`src/rtl/jk_seq_ctrl_pkg.sv`:
```
// Shared types for the JK sequencer: FSM states, operation modes and a mode helper.
package jk_seq_ctrl_pkg;

  typedef enum logic [1:0] {
    IDLE = 2'd0,
    RUN  = 2'd1,
    DONE = 2'd2
  } state_e;

  typedef enum logic [1:0] {
    MODE_UP  = 2'b00,
    MODE_DN  = 2'b01,
    MODE_LD  = 2'b10,
    MODE_CLR = 2'b11
  } mode_e;

  function automatic logic is_count(input mode_e m);
    return (m == MODE_UP) || (m == MODE_DN);
  endfunction

endpackage

```
`src/rtl/jk_cell.sv`:
```
// Single posedge JK flip-flop with active-high asynchronous reset.
module jk_cell (
  input  logic clk,
  input  logic reset_async,
  input  logic j,
  input  logic k,
  output logic q
);

  always_ff @(posedge clk or posedge reset_async) begin
    if (reset_async) begin
      q <= 1'b0;
    end else begin
      case ({j, k})
        2'b01:   q <= 1'b0;
        2'b10:   q <= 1'b1;
        2'b11:   q <= ~q;
        default: q <= q;
      endcase
    end
  end

endmodule

```
`src/rtl/jk_seq_ctrl.sv`:
```
// Sequencer driving a bank of JK flip-flops: counts up/down for a number of steps,
// or loads/clears the bank in one step.
module jk_seq_ctrl
  import jk_seq_ctrl_pkg::*;
#(
  parameter int unsigned WIDTH = 4,
  parameter int unsigned STEPW = 8
) (
  input  logic             clk,
  input  logic             reset_async,
  input  logic             start,
  input  logic [1:0]       mode,
  input  logic [WIDTH-1:0] load_val,
  input  logic [STEPW-1:0] steps,
  output logic [WIDTH-1:0] q,
  output logic [WIDTH-1:0] j_vec,
  output logic [WIDTH-1:0] k_vec,
  output logic             busy,
  output logic             done,
  output logic             wrap
);

  state_e             state_q, state_d;
  mode_e              mode_q, mode_d;
  logic [WIDTH-1:0]   load_q, load_d;
  logic [STEPW-1:0]   rem_q, rem_d;
  logic               wrap_q, wrap_d;
  logic [WIDTH-1:0]   up_en, dn_en;

  // Toggle enables: bit i flips when all lower bits are ones (up) or zeros (down).
  assign up_en[0] = 1'b1;
  assign dn_en[0] = 1'b1;
  for (genvar i = 1; i < WIDTH; i++) begin : g_en
    assign up_en[i] = &q[i-1:0];
    assign dn_en[i] = ~|q[i-1:0];
  end

  for (genvar i = 0; i < WIDTH; i++) begin : g_bank
    jk_cell u_cell (
      .clk         (clk),
      .reset_async (reset_async),
      .j           (j_vec[i]),
      .k           (k_vec[i]),
      .q           (q[i])
    );
  end

  always_ff @(posedge clk or posedge reset_async) begin
    if (reset_async) begin
      state_q <= IDLE;
      mode_q  <= MODE_UP;
      load_q  <= '0;
      rem_q   <= '0;
      wrap_q  <= 1'b0;
    end else begin
      state_q <= state_d;
      mode_q  <= mode_d;
      load_q  <= load_d;
      rem_q   <= rem_d;
      wrap_q  <= wrap_d;
    end
  end

  always_comb begin
    state_d = state_q;
    mode_d  = mode_q;
    load_d  = load_q;
    rem_d   = rem_q;
    wrap_d  = 1'b0;
    case (state_q)
      IDLE: begin
        if (start) begin
          mode_d = mode_e'(mode);
          load_d = load_val;
          if (is_count(mode_e'(mode))) begin
            rem_d   = steps;
            state_d = (steps == '0) ? DONE : RUN;
          end else begin
            // Load and clear always take exactly one step.
            rem_d   = STEPW'(1);
            state_d = RUN;
          end
        end
      end
      RUN: begin
        rem_d  = rem_q - STEPW'(1);
        wrap_d = ((mode_q == MODE_UP) && (&q)) || ((mode_q == MODE_DN) && (~|q));
        if (rem_q == STEPW'(1)) begin
          state_d = DONE;
        end
      end
      DONE:    state_d = IDLE;
      default: state_d = IDLE;
    endcase
  end

  always_comb begin
    busy  = (state_q == RUN);
    done  = (state_q == DONE);
    wrap  = wrap_q;
    j_vec = '0;
    k_vec = '0;
    if (state_q == RUN) begin
      unique case (mode_q)
        MODE_UP: begin
          j_vec = up_en;
          k_vec = up_en;
        end
        MODE_DN: begin
          j_vec = dn_en;
          k_vec = dn_en;
        end
        MODE_LD: begin
          j_vec = load_q;
          k_vec = ~load_q;
        end
        MODE_CLR: begin
          j_vec = '0;
          k_vec = '1;
        end
        default: ;
      endcase
    end
  end

endmodule

```
`config.mk`:
```
export PLATFORM = sky130hd
export DESIGN_NAME = jk_seq_ctrl
export DESIGN_NICKNAME = d
export VERILOG_FILES = /design/src/rtl/jk_seq_ctrl_pkg.sv /design/src/rtl/jk_cell.sv /design/src/rtl/jk_seq_ctrl.sv
export SDC_FILE = /design/constraint.sdc
export NUM_CORES = 1
export LEC_CHECK = 0
export CAP_MARGIN = 20
export CORE_ASPECT_RATIO = 1.75
export CORE_MARGIN = 2
export CORE_UTILIZATION = 51
export CTS_CLUSTER_DIAMETER = 60
export CTS_CLUSTER_SIZE = 10
export DETAILED_ROUTE_END_ITERATION = 10
export PLACE_DENSITY = 0.81
export SLEW_MARGIN = 20
export SYNTH_ARGS = -nofsm -noshare
export SYNTH_HDL_FRONTEND = slang
export SYNTH_SLANG_ARGS = --single-unit
```
`constraint.sdc`:
```
create_clock -name clk -period 5.32 [get_ports clk]
set_clock_uncertainty 0.15 [all_clocks]
set_input_delay 1.596 -clock clk [delete_from_list [all_inputs] [get_ports clk]]
set_output_delay 1.596 -clock clk [all_outputs]
set_load 0.05 [all_outputs]
```
==> results.py <==
metrics = {
    "critical_path": {
        "startpoint": "state_q[1]",
        "critPathLaunchType": "flip-flop",
        "criticalPathCategory": "flip-flop to primary output",
        "path_cells": "nand2b_1 > inv_2 > nand2_1 > a21oi_1 > clkdlybuf4s50_1",
        "end_kind": "primary output",
        "arrival_ns": 2.66,
        "reg2reg_to": "g_bank[3].u_cell.q",
        "rr_worst_depth": 5,
        "cp_slowest_cell": "clkdlybuf4s50_1",
        "crit_end": "k_vec[1]",
        "cp_data_required_time_ns": 3.57,
        "cp_max_fo": 19,
        "max_stage_delay_ns": 0.84,
        "r2r_start": "state_q[1]",
        "reg2reg_slack_ns": 3.17,
    },
    "floorplan": {
        "core_um2": 2660,
        "die_width_um": 43.5,
        "die_h_um": 73.2,
        "rows": 25,
        "dieArea_um2": 3190,
        "ios": 32,
        "start_util": 0.525,
    },
    "finish": {
        "syn2layout_area_growth_pct": 18.4,
        "fillers": 220,
        "multi_input_comb_area_um2": 694,
        "seq_area_um2": 526,
        "antenna_cells": 0,
        "drive_gt1_frac": 0.103,
        "final_nets": 194,
    },
    "timing": {
        "tightestPinTransition_ns": 0.813,
        "worst_slack_ns": 0.912,
        "setup_viol": 0,
        "finalCriticalPeriod_ns": 4.41,
        "hold_viol_final": 0,
        "relSlewSlack": 0.458,
        "final_max_slew_viol_count": 0,
        "fmax_mhz": 227,
        "rsz0062_at_grt": "false",
        "period_share": 0.829,
        "final.setup.tns_ns": 0,
    },
    "yosys": {
        "syn_inst": 160,
        "synthArstFlopShare": 1.00,
        "synthesis.nets": 179,
        "yosysTopAreaCell": "dfrtp_1",
        "synth_area_per_cell_um2": 8.72,
        "synth.most_common_cell": "dfrtp_1",
        "synth_area_leaders": "dfrtp_1 38%, buf_4 7.0%, o21ai_0 5.7%",
        "synth.top_cell.area_share": 0.377,
        "syn_area_um2": 1400,
        "ys_top_cells_by_count": "21 x dfrtp_1, 16 x o21ai_0, 14 x a21oi_1, 13 x buf_4, 10 x inv_1",
        "yosys_register_bits": 21,
        "yosys_warnings": 0,
        "synth_edf_count": 0,
        "ys_seq_area_frac": 0.377,
        "yosys.cell_types.count": 44,
        "ys.flop_type": "dfrtp_1",
    },
    "detailed_routing": {
        "drcViolationCount": 0,
        "wl_mm": 3.30,
        "dr.pass1.iters": 4,
        "vias_per_cell": 6.16,
        "drt_iter0_markers": 38,
        "wl_per_cell_um": 16.4,
        "num_vias": 1238,
        "ant_nets": 0,
    },
    "cts": {
        "cts_tree": "done",
        "cts-buffers-inserted": 3,
        "insertion_delay_ns": 0.26,
        "clock_path_buffers": 2,
        "cts_root_buffer": "clkbuf_8",
        "clk_pin_slew_ns": 0.08,
        "htreeDepth": 1,
        "cts_sinks": 21,
        "cts_setup_buffers": 0,
        "ctsHoldBuffers": 0,
        "cts_resized": 0,
    },
    "global_route": {
        "gr-total-overflow": 0,
        "grtUsageMet3": 0.0495,
        "grtUsageMet2": 0.411,
        "grt_usage": 0.228,
        "grt_pass1_vias": 1255,
        "use_met1": 0.237,
        "top_usage_layer": "met2",
        "grt_first_pass_wirelength_mm": 5.47,
        "grt_antenna_before_repair": 0,
        "grt_max_degree": 22,
    },
    "place": {
        "dp_hpwl_mm": 2.51,
        "io_buffers": 31,
        "place.gp.congestion": 0.881,
        "dp_slack_ns": 1.26,
    },
    "status": {
        "status": "completed",
    },
    "worst_hold_path": {
        "hold_path_class": "flip-flop to flip-flop",
        "holdCritStartpoint": "load_q[1]",
    },
    "flow_run": {
        "drv_cap": 0,
    },
}
-- layer usage --
layer  vias up  routed length, um
li1        595                  -
met1       593               1300
met2        37               1760
met3        13                133
met4         0                116
met5         -                  0
-- kinds of logic (layout without fill, tap and decap cells) --
group	Yosys count	after routing	synth area share
and+or+nand+nor	46	46	0.194
xor gates and xnor gates	1	1	0.00628
AOI/OAI and AO/OA	53	53	0.239
DFF	21	21	0.377
muxes	5	5	0.0404
adders and majority gates	2	2	0.0179
buffers and inverters	32	46	0.126
-- worst min-delay path by stage --
stage	endpoint	slack, ns	cells after the start
3_3_place_gp	load_q[1]	0.35	1
6_report	load_q[1]	0.38	1
5_1_grt	load_q[1]	0.39	1
4_1_cts	load_q[1]	0.39	1
2_1_floorplan	load_q[1]	0.33	1
3_5_place_dp	load_q[1]	0.37	1
-- flip-flops by register name, indices dropped and copies added (netlist names) --
signal / count
rem_q: 8
g_bank.u_cell.q: 4
load_q: 4
mode_q: 2
state_q: 2
wrap: 1
-- layout make-up --
type / count / area share
Multi-Input combinational cell: 107 / 0.420
Sequential cell: 21 / 0.318
Timing Repair Buffer: 31 / 0.188
Clock buffer: 3 / 0.0250
Inverter: 11 / 0.0250
Tap cell: 27 / 0.0205
Clock inverter: 1 / 0.00303
-- stage by stage --
stage	cells	instance area, um^2	util	hold WS (ns)
after floorplan	160	1400	-	0.331
after global placement	197	1610	0.604	0.350
after detailed placement	197	1610	0.604	0.371
after CTS	201	1650	0.621	0.389
after global routing	201	1650	0.621	0.389
final	201	1650	0.621	0.381
-- worst max-delay path, delay by kind of cell, from the launching register on --
kind            cells  cell delay (ns)
compound gates      1             0.18
simple gates        2             0.58
flops               1             0.44
buf+inv             2             1.20
-- placed cells by master (no fill, tap or decap), drive strengths merged, types with 2 or more instances in the layout --
cell            n
ha              2
o31ai           2
o211a           2
o22ai           2
inv            11
nand3b          2
nor2            9
dfrtp          21
clkbuf          3
a32oi           3
or2             2
a21oi          14
or3             2
nor2b           3
nand2           9
mux2            5
nor3            3
nor4            4
a22oi           3
clkdlybuf4s50  31
a31oi           3
nand3           2
o21ai          18
nor3b           3
Power is left out: the tool's default activity adds up to more than one toggle a clock period on the data nets, which glitch-free logic cannot reach.
